===== src/rtl/cache_pkg.sv =====
// Shared cache types and sizing helpers.
// Address/data geometry, refill FSM states and AXI response codes.
package cache_pkg;

  localparam int ADDR_WIDTH = 32;
  localparam int DATA_WIDTH = 32;
  localparam int DATA_BYTES = DATA_WIDTH / 8;

  localparam logic [1:0] AXI_RESP_OKAY   = 2'b00;
  localparam logic [1:0] AXI_RESP_EXOKAY = 2'b01;
  localparam logic [1:0] AXI_RESP_SLVERR = 2'b10;
  localparam logic [1:0] AXI_RESP_DECERR = 2'b11;

  typedef enum logic [1:0] {
    IDLE,
    AR,
    BEAT,
    FILL
  } refill_state_t;

  function automatic int offset_w(
    input int line_words
  );
    return $clog2(line_words * DATA_BYTES);
  endfunction

  function automatic int tag_w(
    input int line_words,
    input int index_width
  );
    return ADDR_WIDTH - index_width
           - offset_w(line_words);
  endfunction

endpackage


===== src/rtl/refill_ctrl_line_buf.sv =====
// Word-addressed line assembly buffer.
// Out-of-range indices are dropped so a long burst never wraps.
module refill_line_buf
  import cache_pkg::*;
#(
  parameter int LINE_WORDS = 4,
  parameter int CNT_W      = 3
) (
  input  logic                             aclk_i,
  input  logic                             arstn_i,
  input  logic                             clr_i,
  input  logic                             we_i,
  input  logic [CNT_W-1:0]                 idx_i,
  input  logic [DATA_WIDTH-1:0]            data_i,
  output logic [LINE_WORDS*DATA_WIDTH-1:0] line_o
);

  logic in_range;

  assign in_range = idx_i < CNT_W'(LINE_WORDS);

  always_ff @(posedge aclk_i or negedge arstn_i) begin
    if (!arstn_i) begin
      line_o <= '0;
    end else if (clr_i) begin
      line_o <= '0;
    end else if (we_i && in_range) begin
      for (int k = 0; k < LINE_WORDS; k++) begin
        if (idx_i == CNT_W'(k)) begin
          line_o[k*DATA_WIDTH +: DATA_WIDTH] <= data_i;
        end
      end
    end
  end

endmodule


===== src/rtl/refill_ctrl.sv =====
// Miss-refill engine: one AXI4 INCR burst per line,
// then a single tag+line write and a done pulse.
module refill_ctrl
  import cache_pkg::*;
#(
  parameter  int LINE_WORDS  = 4,
  parameter  int INDEX_WIDTH = 6,
  localparam int OFFSET_W    = offset_w(LINE_WORDS),
  localparam int TAG_W       = tag_w(LINE_WORDS, INDEX_WIDTH)
) (
  input  logic                             aclk_i,
  input  logic                             arstn_i,
  input  logic                             req_i,
  input  logic [ADDR_WIDTH-1:0]            req_addr_i,
  output logic                             done_o,
  output logic                             err_o,
  output logic                             ar_valid_o,
  output logic [ADDR_WIDTH-1:0]            ar_addr_o,
  output logic [7:0]                       ar_len_o,
  input  logic                             ar_ready_i,
  input  logic                             r_valid_i,
  input  logic [DATA_WIDTH-1:0]            r_data_i,
  input  logic [1:0]                       r_resp_i,
  input  logic                             r_last_i,
  output logic                             r_ready_o,
  output logic                             line_we_o,
  output logic [INDEX_WIDTH-1:0]           line_index_o,
  output logic [TAG_W-1:0]                 line_tag_o,
  output logic [LINE_WORDS*DATA_WIDTH-1:0] line_data_o
);

  // One extra bit so overrun beats are distinguishable.
  localparam int CNT_W = $clog2(LINE_WORDS) + 1;
  localparam logic [CNT_W-1:0] LAST_CNT =
    CNT_W'(LINE_WORDS - 1);
  localparam logic [CNT_W-1:0] FULL_CNT =
    CNT_W'(LINE_WORDS);
  localparam logic [CNT_W-1:0] MAX_CNT = '1;
  localparam logic [7:0] AR_LEN =
    8'(LINE_WORDS - 1);

  refill_state_t state, nxt;

  logic [ADDR_WIDTH-1:0] addr_q;
  logic [CNT_W-1:0]      cnt_q;
  logic                  err_q;
  logic                  start;
  logic                  beat_fire;
  logic                  beat_bad;

  assign start     = (state == IDLE) && req_i;
  assign beat_fire = (state == BEAT) && r_valid_i;
  assign beat_bad  = r_resp_i[1]
                   | (r_last_i && (cnt_q != LAST_CNT))
                   | (cnt_q >= FULL_CNT);

  always_ff @(posedge aclk_i or negedge arstn_i) begin
    if (!arstn_i) begin
      state  <= IDLE;
      addr_q <= '0;
      cnt_q  <= '0;
      err_q  <= 1'b0;
    end else begin
      state <= nxt;
      if (start) begin
        addr_q <= req_addr_i;
        cnt_q  <= '0;
        err_q  <= 1'b0;
      end
      if (beat_fire) begin
        // Saturate so a runaway burst keeps flagging.
        if (cnt_q != MAX_CNT) begin
          cnt_q <= cnt_q + 1'b1;
        end
        if (beat_bad) begin
          err_q <= 1'b1;
        end
      end
    end
  end

  always_comb begin
    nxt        = state;
    ar_valid_o = 1'b0;
    r_ready_o  = 1'b0;
    done_o     = 1'b0;
    err_o      = 1'b0;
    line_we_o  = 1'b0;
    unique case (state)
      IDLE: begin
        if (req_i) nxt = AR;
      end
      AR: begin
        ar_valid_o = 1'b1;
        if (ar_ready_i) nxt = BEAT;
      end
      BEAT: begin
        r_ready_o = 1'b1;
        if (r_valid_i && r_last_i) nxt = FILL;
      end
      FILL: begin
        done_o    = 1'b1;
        err_o     = err_q;
        line_we_o = !err_q;
        nxt       = IDLE;
      end
      default: nxt = IDLE;
    endcase
  end

  assign ar_addr_o = {
    addr_q[ADDR_WIDTH-1:OFFSET_W],
    {OFFSET_W{1'b0}}
  };
  assign ar_len_o = ar_valid_o ? AR_LEN : 8'd0;

  assign line_index_o =
    addr_q[OFFSET_W +: INDEX_WIDTH];
  assign line_tag_o =
    addr_q[ADDR_WIDTH-1 -: TAG_W];

  refill_line_buf #(
    .LINE_WORDS (LINE_WORDS),
    .CNT_W      (CNT_W)
  ) u_buf (
    .aclk_i  (aclk_i),
    .arstn_i (arstn_i),
    .clr_i   (start),
    .we_i    (beat_fire),
    .idx_i   (cnt_q),
    .data_i  (r_data_i),
    .line_o  (line_data_o)
  );

endmodule


===== config.mk =====
export PLATFORM = sky130hd
export DESIGN_NAME = refill_ctrl
export DESIGN_NICKNAME = d
export VERILOG_FILES = /design/src/rtl/cache_pkg.sv /design/src/rtl/refill_ctrl_line_buf.sv /design/src/rtl/refill_ctrl.sv
export SDC_FILE = /design/constraint.sdc
export NUM_CORES = 1
export LEC_CHECK = 0
export BUFFER_PORTS_ARGS = -buffer_cell sky130_fd_sc_hd__buf_4
export CAP_MARGIN = 20
export CORE_UTILIZATION = 53
export DETAILED_ROUTE_END_ITERATION = 8
export PLACE_DENSITY = 0.84
export RECOVER_POWER = 25
export SYNTH_ARGS = -nofsm -noshare
export SYNTH_HDL_FRONTEND = slang
export SYNTH_SLANG_ARGS = --single-unit

===== constraint.sdc =====
create_clock -name aclk_i -period 2.4 [get_ports aclk_i]
set_input_delay 0.6 -clock aclk_i [delete_from_list [all_inputs] [get_ports aclk_i]]
set_output_delay 0.6 -clock aclk_i [all_outputs]
set_load 0.01 [all_outputs]

==> summary.md <==
| Metric | Value |
|---|---|
| Kind of cell adding the most delay to the critical path | `adder cells` |
| RSZ-0062 raised after global routing | `no` |
| Area of the core | `roughly 13000 µm²` |
| Port Buffers | `257` |
| Crit end category | `primary output` |
| Crit-path max FO | `13` |
| Critical Path Sink | `r_ready_o` |
| First-pass GRT wire length | `31200 µm` |
| Die W | `119 µm` |
| Number of enable flip-flop cells after synthesis | `0` |
| Buf/Inv on CP | `2` |
| Post-CTS Setup Inserts | `0` |
| Clk sink count | `162` |
| Commonest cells post-synth | `nand2_1, dfrtp_1, a21oi_2` |
| Post-synthesis sequential area ratio | `56.0%` |
| Arrival @ worst endpoint | `1590 ps` |
| Worst reg2reg path endpoint | `u_buf.line_o[48]$_DFFE_PN0P_` |
| Num rows | `42` |
| Routed vias | `~6100` |
| Relative slew slack | `between 20% and 30%` |
| H-tree lvl count | `4` |
| Mapped cell area | `slightly above 7000 µm²` |
| Worst path depth | `3` |
| GP Congestion | `roughly 0.8` |
| Sw frac | `between 30% and 40%` |
| Initial DRC count | `approximately 480` |
| DP HPWL | `13200 µm` |
| Setup violators final | `0` |
| Cells after Synth | `767` |
| Root buffer cell | `clkbuf_16` |
| NumNets Final | `approximately 1100` |
| R2r startpoint | `state[0]$_DFFE_PN0P_` |
| Clk pwr share | `around 22%` |
| Sum of negative setup slack | `0 ps` |
| Die H | `119 µm` |
| Clock Pin Slew Worst Setup and Hold Paths | `roughly 60 ps` |
| Initial Util | `54.4%` |
| Fmax | `approximately 460 MHz` |
| Tmin final | `2190 ps` |
| Grt total ovfl | `0` |
| Via count of the first global-routing pass | `roughly 6000` |
| Synth Register Bits | `~160` |
| Final Max Slew Viols | `0` |
| Antenna Cells | `0` |
| Maximum vdd drop | `just under 800 µV` |
| CTS resizes | `0` |
| Netlist cell types | `23` |
| Post-route insts no fill | `roughly 1200` |
| Hold Crit Class | `in2reg` |
| Pwr Density | `about 1300 nW/µm²` |
| CTS Buf Count | `17` |
| Top-count cell post-synth | `nand2_1` |
| Post-synth top area share | `a little under three fifths` |
| Outcome | `finished clean` |
| Share of cells above drive strength 1 | `between 30% and 40%` |
| Worst R2R Setup Slack | `about 500 ps` |
| DRT Pass-1 Iters | `5` |
| Routed WL | `between 15000 and 20000 µm` |
| Clock Tree Buf Depth | `2` |
| Setup ws final | `roughly 210 ps` |
| Gate power share | `41.4%` |
| Vias per inst | `roughly 5.2` |
| Cell-by-cell trace of the critical path | `inv_1 > ha_1 > buf_4` |
| Place WS | `approximately 550 ps` |
| Type of the worst setup path | `reg2out` |
| Tcrit/Tclk final | `91.3%` |
| FFs w/ async S/R, synth | `100%` |
| WL per Instance | `between 15 and 20 µm` |
| CTS tree | `done` |
| Worst EP required | `roughly 1800 ps` |
| Remaining DRCs | `0` |
| Largest net degree at the start of global routing | `between 90 and 100` |
| Hold path cells | `3` |
| Leak Pwr | `4.76 nW` |
| Psw | `4.32 mW` |
| Slowest cell delay on critical path | `roughly 440 ps` |
| Placed insts | `roughly 1100` |
| Setup crit start | `state[0]$_DFFE_PN0P_` |
| Initial antenna violation count | `0` |
| Remaining antenna violation count after routing | `0` |
| Clock Skew | `9.83 ps` |
| Hold Buf Count CTS | `0` |
| Area leader, netlist | `dfrtp_1` |
| CP max stage cell | `ha_1` |
| Internal power | `around 7.7 mW` |
| Die area | `around 14000 µm²` |
| Worst-Skew Late Latency | `approximately 430 ps` |
| Max-Cap Viols | `0` |
| Sequential share of power | `roughly 36%` |
| Ys Warns | `0` |
| Reg2reg path depth | `6` |
| Syn_area_per_cell | `around 9.4 µm²` |
| Measured slew at the worst slew-check pin | `between 1000 and 1500 ps` |
| Prevailing post-synth register cell | `dfrtp_1` |
| Setup crit start kind | `flop` |
| Final count of hold timing violations | `0` |
| Synth-to-Final Area Change | `32.5%` |
| Synth top area cells | `dfrtp_1, nand2_1, a21oi_2` |
| Global-route usage over all layers | `about 29%` |
| # IOs | `273` |
## state kept, by name, indices dropped and copies added (netlist names)
signal / cells
u_buf.line_o: 128
addr_q: 28
cnt_q: 3
state: 2
err_q: 1
## power by group through the flow
stage / clock network, mW / logic (mW) / registers (mW)
after floorplan: 0 / 2.47 / 4.72
after global placement: 0 / 4.87 / 4.37
after detailed placement: 0 / 5.01 / 4.39
after CTS: 2.74 / 5.03 / 4.37
after global routing: 2.86 / 5.38 / 4.49
final: 2.70 / 4.99 / 4.36
## cell type report
class	instances	area, µm²
Clock buffer	25	495
Tap cell	176	220
Fill cell	1002	3710
Multi-Input combinational cell	515	2560
Inverter	8	30.0
Sequential cell	162	4050
Clock inverter	7	96.3
Timing Repair Buffer	278	2130
## worst min-delay path by stage
stage / from / endpoint / slack (ps)
after global routing: req_addr_i[11] / addr_q[11]$_DFFE_PN0P_ / 360
after detailed placement: addr_q[31]$_DFFE_PN0P_ / addr_q[31]$_DFFE_PN0P_ / 490
after CTS: arstn_i / u_buf.line_o[15]$_DFFE_PN0P_ / 110
final: req_addr_i[10] / addr_q[10]$_DFFE_PN0P_ / 360
after global placement: addr_q[16]$_DFFE_PN0P_ / addr_q[16]$_DFFE_PN0P_ / 490
after floorplan: arstn_i / addr_q[10]$_DFFE_PN0P_ / 300
## stage by stage
stage | instance area (µm²) | hold WS [ps] | total power [mW] | util (%)
5_1_grt | 9580 | 357 | 12.7 | 72.1
6_report | 9580 | 364 | 12.1 | 72.1
3_5_place_dp | 9020 | 492 | 9.41 | 67.8
4_1_cts | 9610 | 106 | 12.1 | 72.3
2_1_floorplan | 7270 | 304 | 7.18 | -
3_3_place_gp | 9020 | 492 | 9.24 | 67.8
## placed cells by master (no fill, tap or decap), types with 2 or more instances in the layout
| master | netlist | routed |
|---|---|---|
| a21oi_2 | 74 | 74 |
| clkbuf_16 | 0 | 17 |
| a21oi_1 | 54 | 54 |
| o21ai_0 | 4 | 4 |
| inv_1 | 8 | 8 |
| ha_1 | 10 | 10 |
| dfrtp_1 | 162 | 162 |
| clkbuf_2 | 0 | 2 |
| nor2b_1 | 2 | 2 |
| clkinvlp_4 | 0 | 3 |
| clkbuf_8 | 0 | 4 |
| buf_4 | 46 | 271 |
| conb_1 | 1 | 10 |
| and4b_1 | 4 | 4 |
| buf_12 | 0 | 4 |
| nand2_1 | 342 | 342 |
| bufinv_16 | 0 | 2 |
| clkbuf_1 | 4 | 5 |
| nand4b_1 | 4 | 4 |
| nand3_1 | 3 | 3 |
## tightest hold or removal path: cells and delay by family
family                 cells  cell delay [ps]
buffers and inverters      1               70
and+or+nand+nor            2               80
## logic make-up after synthesis
| family | after synthesis | synth area share [%] |
|---|---|---|
| compound gates | 135 | 13.5 |
| fa+ha+maj | 10 | 1.73 |
| mux | 1 | 0.156 |
| buf+inv | 99 | 9.10 |
| flops | 162 | 56.0 |
| simple gates | 359 | 19.5 |
| other cells | 1 | 0.0518 |
## layer usage
layer / global-route usage, % / wire [µm] / vias up
met5: 0 / 0 / -
met2: 47.4 / 9820 / 271
met4: 9.81 / 283 / 0
met1: 36.5 / 7930 / 2972
li1: - / - / 2818
met3: 7.18 / 1480 / 22
Power figures use the tool's default switching activity.
